<file path="src/rtl/qm_wb_arbiter.sv">
// Register-file write-port arbiter: the pipeline writeback always wins, the long-latency
// unit retires when the port is free, and a pending scoreboard stalls issue on hazards.
module qm_wb_arbiter #(
  parameter int WIDTH      = 32,
  parameter int STARVE_MAX = 3
) (
  input  logic             clk,
  input  logic             reset,
  input  logic             pl_we,
  input  logic [4:0]       pl_wa,
  input  logic [WIDTH-1:0] pl_wd,
  output logic             pl_hold,
  input  logic             lu_valid,
  output logic             lu_ready,
  input  logic [4:0]       lu_wa,
  input  logic [WIDTH-1:0] lu_wd,
  input  logic             iss_alloc,
  input  logic [4:0]       iss_wa,
  input  logic [4:0]       q_ra1,
  input  logic [4:0]       q_ra2,
  input  logic [4:0]       q_wa,
  output logic             iss_stall,
  output logic             rf_we,
  output logic [4:0]       rf_wa,
  output logic [WIDTH-1:0] rf_wd,
  output logic             proto_err
);

  localparam int CNT_W = (STARVE_MAX < 1) ? 1 : $clog2(STARVE_MAX + 1);
  localparam logic [CNT_W-1:0] CNT_MAX = CNT_W'(STARVE_MAX);

  function automatic logic [CNT_W-1:0] sat_inc(input logic [CNT_W-1:0] v);
    sat_inc = (v == CNT_MAX) ? v : v + CNT_W'(1);
  endfunction

  logic             pl_req;
  logic             lu_acc;

  logic             rf_we_q, rf_we_d;
  logic [4:0]       rf_wa_q, rf_wa_d;
  logic [WIDTH-1:0] rf_wd_q, rf_wd_d;
  logic [31:1]      pending_q, pending_d;
  logic [31:0]      pend_full;
  logic [CNT_W-1:0] starve_cnt_q, starve_cnt_d;
  logic             proto_err_q, proto_err_d;

  // Arbitration: pipeline requests to r0 never claim the port.
  assign pl_req   = pl_we & (pl_wa != 5'd0);
  assign lu_ready = ~pl_req;
  assign lu_acc   = lu_valid & ~pl_req;

  // pl_hold decodes registered state only, so the pipeline sees it without an input path.
  assign pl_hold  = (starve_cnt_q == CNT_MAX);

  assign pend_full = {pending_q, 1'b0};
  assign iss_stall = pend_full[q_ra1] | pend_full[q_ra2] | pend_full[q_wa];

  always_comb begin
    rf_we_d = 1'b0;
    rf_wa_d = rf_wa_q;
    rf_wd_d = rf_wd_q;
    if (pl_req) begin
      rf_we_d = 1'b1;
      rf_wa_d = pl_wa;
      rf_wd_d = pl_wd;
    end else if (lu_valid) begin
      rf_we_d = (lu_wa != 5'd0);
      rf_wa_d = lu_wa;
      rf_wd_d = lu_wd;
    end
  end

  // Set beats clear when an issue and a retirement target the same register.
  always_comb begin
    pending_d = pending_q;
    for (int i = 1; i < 32; i++) begin
      if (lu_acc && (lu_wa == 5'(i)))
        pending_d[i] = 1'b0;
      if (iss_alloc && (iss_wa == 5'(i)))
        pending_d[i] = 1'b1;
    end
  end

  always_comb begin
    starve_cnt_d = starve_cnt_q;
    if (!lu_valid || lu_acc)
      starve_cnt_d = '0;
    else
      starve_cnt_d = sat_inc(starve_cnt_q);
  end

  assign proto_err_d = proto_err_q | (pl_we & pl_hold);

  always_ff @(posedge clk or posedge reset) begin
    if (reset) begin
      rf_we_q      <= 1'b0;
      rf_wa_q      <= 5'd0;
      rf_wd_q      <= '0;
      pending_q    <= '0;
      starve_cnt_q <= '0;
      proto_err_q  <= 1'b0;
    end else begin
      rf_we_q      <= rf_we_d;
      rf_wa_q      <= rf_wa_d;
      rf_wd_q      <= rf_wd_d;
      pending_q    <= pending_d;
      starve_cnt_q <= starve_cnt_d;
      proto_err_q  <= proto_err_d;
    end
  end

  assign rf_we     = rf_we_q;
  assign rf_wa     = rf_wa_q;
  assign rf_wd     = rf_wd_q;
  assign proto_err = proto_err_q;

endmodule

</file>
<file path="config.mk">
export PLATFORM = sky130hd
export DESIGN_NAME = qm_wb_arbiter
export DESIGN_NICKNAME = d
export VERILOG_FILES = /design/src/rtl/qm_wb_arbiter.sv
export SDC_FILE = /design/constraint.sdc
export NUM_CORES = 1
export LEC_CHECK = 0
export CAP_MARGIN = 20
export CORE_ASPECT_RATIO = 1.5
export CORE_MARGIN = 5
export CORE_UTILIZATION = 40
export DETAILED_ROUTE_END_ITERATION = 6
export PLACE_DENSITY = 0.78
export SLEW_MARGIN = 15
export SYNTH_ARGS = -nofsm -noshare
export SYNTH_HDL_FRONTEND = slang
export SYNTH_SLANG_ARGS = --single-unit
</file>
<file path="constraint.sdc">
create_clock -name clk -period 2 [get_ports clk]
set_clock_uncertainty 0.05 [all_clocks]
set_input_delay 0.2 -clock clk [delete_from_list [all_inputs] [get_ports clk]]
set_output_delay 0.2 -clock clk [all_outputs]
set_load 0.02 [all_outputs]
</file>
=== After elaboration in Yosys (flattened, before gate mapping) ===
Cells that the tools add are included.

* Bits in registers: 72
* Output and inout port bits: 42
* Input port bits: 99

* Order comparisons: 3
* Mux-type cells: 76
* Equality and inequality tests: 64
* Bitwise logic cells: 7
* Reductions and logical operators: 98
* Add/sub/neg operators: 1

{| class="wikitable"
|+ Operator list
! kind !! count
|-
| $eq 5x5->1 const B || 32
|-
| $eq 5x4->1 const B || 16
|-
| $mux 1 || 67
|-
| $mux 32 || 2
|-
| $reduce_bool 2->1 || 32
|-
| $logic_and 1x1->1 || 62
|-
| $eq 5x3->1 const B || 8
|-
| $eq 5x2->1 const B || 4
|-
| $lt 5x6->1 const B || 3
|-
| $bmux 1 s5 || 3
|-
| $eq 5x1->1 const B || 2
|-
| $mux 5 || 2
|-
| $reduce_bool 5->1 || 2
|-
| $mux 2 || 2
|-
| $and 1x1->1 || 3
|-
| $or 1x1->1 || 3
|-
| $add 2x1->2 const B || 1
|-
| $eq 2x2->1 const B || 1
|-
| $ne 2x1->1 const B || 1
|-
| $logic_not 1->1 || 1
|-
| $logic_or 1x1->1 || 1
|-
| $not 1->1 || 1
|}

=== Logic depth before layout (Yosys ltp) ===
* Depth after elaboration: 7
* Mapped depth: 6
* Gate-level depth less buffers: 5

=== Least setup slack after synthesis ===
OpenSTA, ideal clock, no wires.

* Kind: flip-flop to output port
* Start point: register pending_q[27] in the netlist's numbering
* End point: output port iss_stall
* Buffers on the path: 0
* Setup slack: 97 ps
* Data required time: 1750 ps
* Data arrival time: 1653 ps
* Stages on the path, launching flop included: 6
* Path through: dfrtp_1 > mux4_2 > nand2b_1 > and3_1 > a2111oi_2 > nand4_1

* Cells in the longest elaborated chain, start to end: 4
* Elaborated cells between the ends (all ways): 8

{| class="wikitable"
|+ RTL lines
! item !! RTL line !! source
|-
| from (decl) || 42 || <nowiki>logic [31:1] pending_q, pending_d;</nowiki>
|-
| from (signal assigned) || 106 || <nowiki>pending_q <= pending_d;</nowiki>
|-
| $bmux 1 s5 || 56 || <nowiki>assign iss_stall = pend_full[q_ra1] | pend_full[q_ra2] | pend_full[q_wa];</nowiki>
|-
| $mux 1 (implied by the code) || 56 ||
|-
| $or 1x1->1 || 56 ||
|-
| $or 1x1->1 * || 56 ||
|-
| to (decl) || 22 || <nowiki>output logic iss_stall,</nowiki>
|}

Every way passes the cells marked *; elsewhere a longest branch is shown, timed or not. The select of a mux whose other input is x is not followed.

=== Worst setup path in the final report ===
* Start point: register pending_q[31] in the netlist's numbering
* End point: output port iss_stall

Same word-level chain as after synthesis.

==> results.yml <==
outcome:
  status: "finished, violations left"
  violations: "setup timing"
sta:
  worstMarginPinSlew_ns: 0.3985
  period_needed_ns: 2.413
  fin_ws_ns: -0.4133
  final-setup-viol-count: 1
  slew_viol_final: 0
  hold_viol_final: 0
  timing.fmax_ghz: 0.4144
  rsz0062_at_grt: "yes"
  slew_headroom_pct: 73.44
  final.period_utilization_pct: 120.7
  holdWs_ns: 0.1185
power:
  combPwrFrac_pct: 30.1
  powerDensity_nw_per_um2: 788.0
  switching_share_pct: 29.31
  max-vdd-ir-drop_uv: 595.0
  power_frac_clock_pct: 31.4
  internal-power_uw: 3507
  p_leak_uw: 0.002662
  p_switching_uw: 1454
  seqPwrFrac_pct: 38.5
  p_total_uw: 4961
min_path:
  min_path_cells: 3
  worst_hold_path_type: "input pin to flop"
  hold_end: "rf_we"
  min-delay-start: "lu_valid"
clock_network:
  htree_levels: 3
  cts_hold_buf: 0
  cts_tree: "built"
  clk_latency_ns: 0.33
  root_buffer: "clkbuf_16"
  clock_path_buffers: 2
  cts_buffers: 9
  path_clk_slew_ns: 0.06
  clock-sinks: 72
route:
  drtIter0Drc: 295
  drc: 0
  finalWirelength_um: 13060
  wl_per_cell_um: 18.88
  firstDrtPassIters: 4
  dr_total_vias: 3852
  ant_nets: 0
  viasPerCell: 5.566
logic_synthesis:
  synth_nets: 483
  netlist_instances: 383
  syn-cell-area_sq_um: 4075
  synth-edff-count: 0
  yosysUniqueCellTypes: 45
  synth-seq-cells: 72
  async_reset_ff_share_pct: 100.0
  seq_area_frac_synth_pct: 44.21
  synth-main-ff-cell: "dfrtp_1"
  syn_avg_cell_area_sq_um: 10.64
  yosys_warnings: 0
grt:
  antenna_found_initial: 0
  grtUsageTotal_pct: 21.47
  grt_pass1_wl_um: 20750
  grt_max_degree: 73
  grt_remaining_overflow: 0
  first_global_vias: 4136
worst_setup_path:
  rr_startpoint: "starve_cnt_q[0]"
  crit_path_top_delay_cell: "mux4_2"
  cp.required_ns: 1.75
  regToRegSetupSlack_ns: 0.93
  cp-start-kind: "flop"
  slowest_delay_ns: 0.50
  crit_chain: "mux4_2 -> o211a_1 -> a2111oi_4 -> nand4_1 -> buf_6"
  reg2reg_to: "starve_cnt_q[1]"
  end_kind: "output pin"
  critical-path-top-delay-family: "compound AO/OA/AOI/OAI gates"
  crit_fanout: 4
  timing_worst_setup_path_type: "flop to output pin"
  worstRegToRegCells: 3
  cp_num_buf_inv: 1
  cp_data_arrival_time_ns: 2.16
cells_and_area:
  drive_above_1_share_pct: 18.26
  nFillCells: 817
  final_area_sq_um: 6296
  nNetsFinal: 670
  n_antenna_cell: 0
  mostFrequentLayoutCell: "clkdlybuf4s50_1"
  finalNonFillerCells: 692
  layout_common_cells: "clkdlybuf4s50_1 (133), dfrtp_1 (72), buf_4 (49)"
  area_growth_pct: 54.50
floorplan:
  die_area_sq_um: 12350
  io_pins: 141
  rows: 45
  die_w_um: 92.42
  core_area_sq_um: 10080
  die_h_um: 133.6
  initial_utilization_pct: 40.43
placed_design:
  post_dp_cell_area_sq_um: 5916
  dpl_worst_slack_ns: -0.8876
  dp.final_hpwl_um: 10040
  gp_congestion: 0.9049
  placed_cells: 669
  port_buffers: 140
job:
  max_cap_violations: 0
routing by layer:
metal,up-vias,global-route usage [%],wire [um]
met4,0,9.174,395
li1,1798,-,-
met1,1855,22.73,4765
met5,-,0,0
met3,27,7.797,1160
met2,172,37.95,6741
metrics by stage:
| stage | setup TNS, ns | utilization (%) |
|---|---|---|
| after floorplan | 0 | - |
| after global placement | -7.806 | 58.70 |
| after detailed placement | -11.55 | 58.70 |
| after CTS | -0.3994 | 62.00 |
| after global routing | -0.5400 | 62.47 |
| final | -0.4133 | 62.47 |
power by group through the flow:
stage	registers [uW]	logic, uW	clock network (uW)
2_1_floorplan	1950	643	0
3_3_place_gp	1910	1400	0
3_5_place_dp	1920	1440	0
4_1_cts	1900	1460	1570
5_1_grt	1930	1620	1630
6_report	1910	1490	1560
cell usage after synthesis (6+ instances only):
cell	count	area share (%)
o21ai_0	49	6.0
mux4_2	17	9.4
mux2i_1	48	12
buf_2	13	1.6
nor2_1	40	3.7
a21oi_1	37	4.5
nand2_1	9	0.83
nand2b_1	13	2.0
nand3b_1	7	1.3
o21ai_1	15	1.8
nor2b_1	6	0.92
dfrtp_1	72	44
cell families after synthesis:
logic type      Yosys count  share of synthesized area (%)
mux                      69                          23.03
compound gates          116                          15.84
fa+ha+maj                 1                         0.3070
simple gates            100                          13.05
flops                    72                          44.21
xor+xnor                  1                         0.2150
buf+inv                  24                          3.346
cell type report:
cell class	instances	area [sq um]	area share [%]
Sequential cell	72	1802	28.62
Timing Repair Buffer	196	1879	29.85
Clock buffer	10	229.0	3.637
Tap cell	117	146.4	2.325
Clock inverter	6	60.06	0.9539
Inverter	4	18.77	0.2981
Multi-Input combinational cell	287	2161	34.32
sequential cells by signal (all words and copies together), names as in the netlist:
signal,flops
starve_cnt_q,2
rf_wd,32
proto_err,1
rf_wa,5
pending_q,31
rf_we,1
timing repair:
| item | in CTS | in global routing |
|---|---|---|
| buffers inserted | 4 | 3 |
| endpoints found under the setup margin | 3 | 21 |
| cloned | 0 | 0 |
| pin swaps | 5 | 4 |
| resized for setup | 12 | 11 |
worst register-to-register path, delay by kind of cell, from the launching register on:
family | cells | cell delay [ns]
DFF | 1 | 0.36
and+or+nand+nor | 1 | 0.05
muxes | 1 | 0.23
adders and majority gates | 1 | 0.26
how the worst max path moves through the flow:
stage | depth (start not counted) | startpoint | endpoint
after CTS | 5 | pending_q[31] | iss_stall
after floorplan | 5 | pending_q[27] | iss_stall
final | 5 | pending_q[31] | iss_stall
after global placement | 8 | q_ra2[3] | iss_stall
after detailed placement | 8 | q_wa[0] | iss_stall
after global routing | 7 | pending_q[25] | iss_stall
Note: power is estimated with default switching activity, not from simulation.
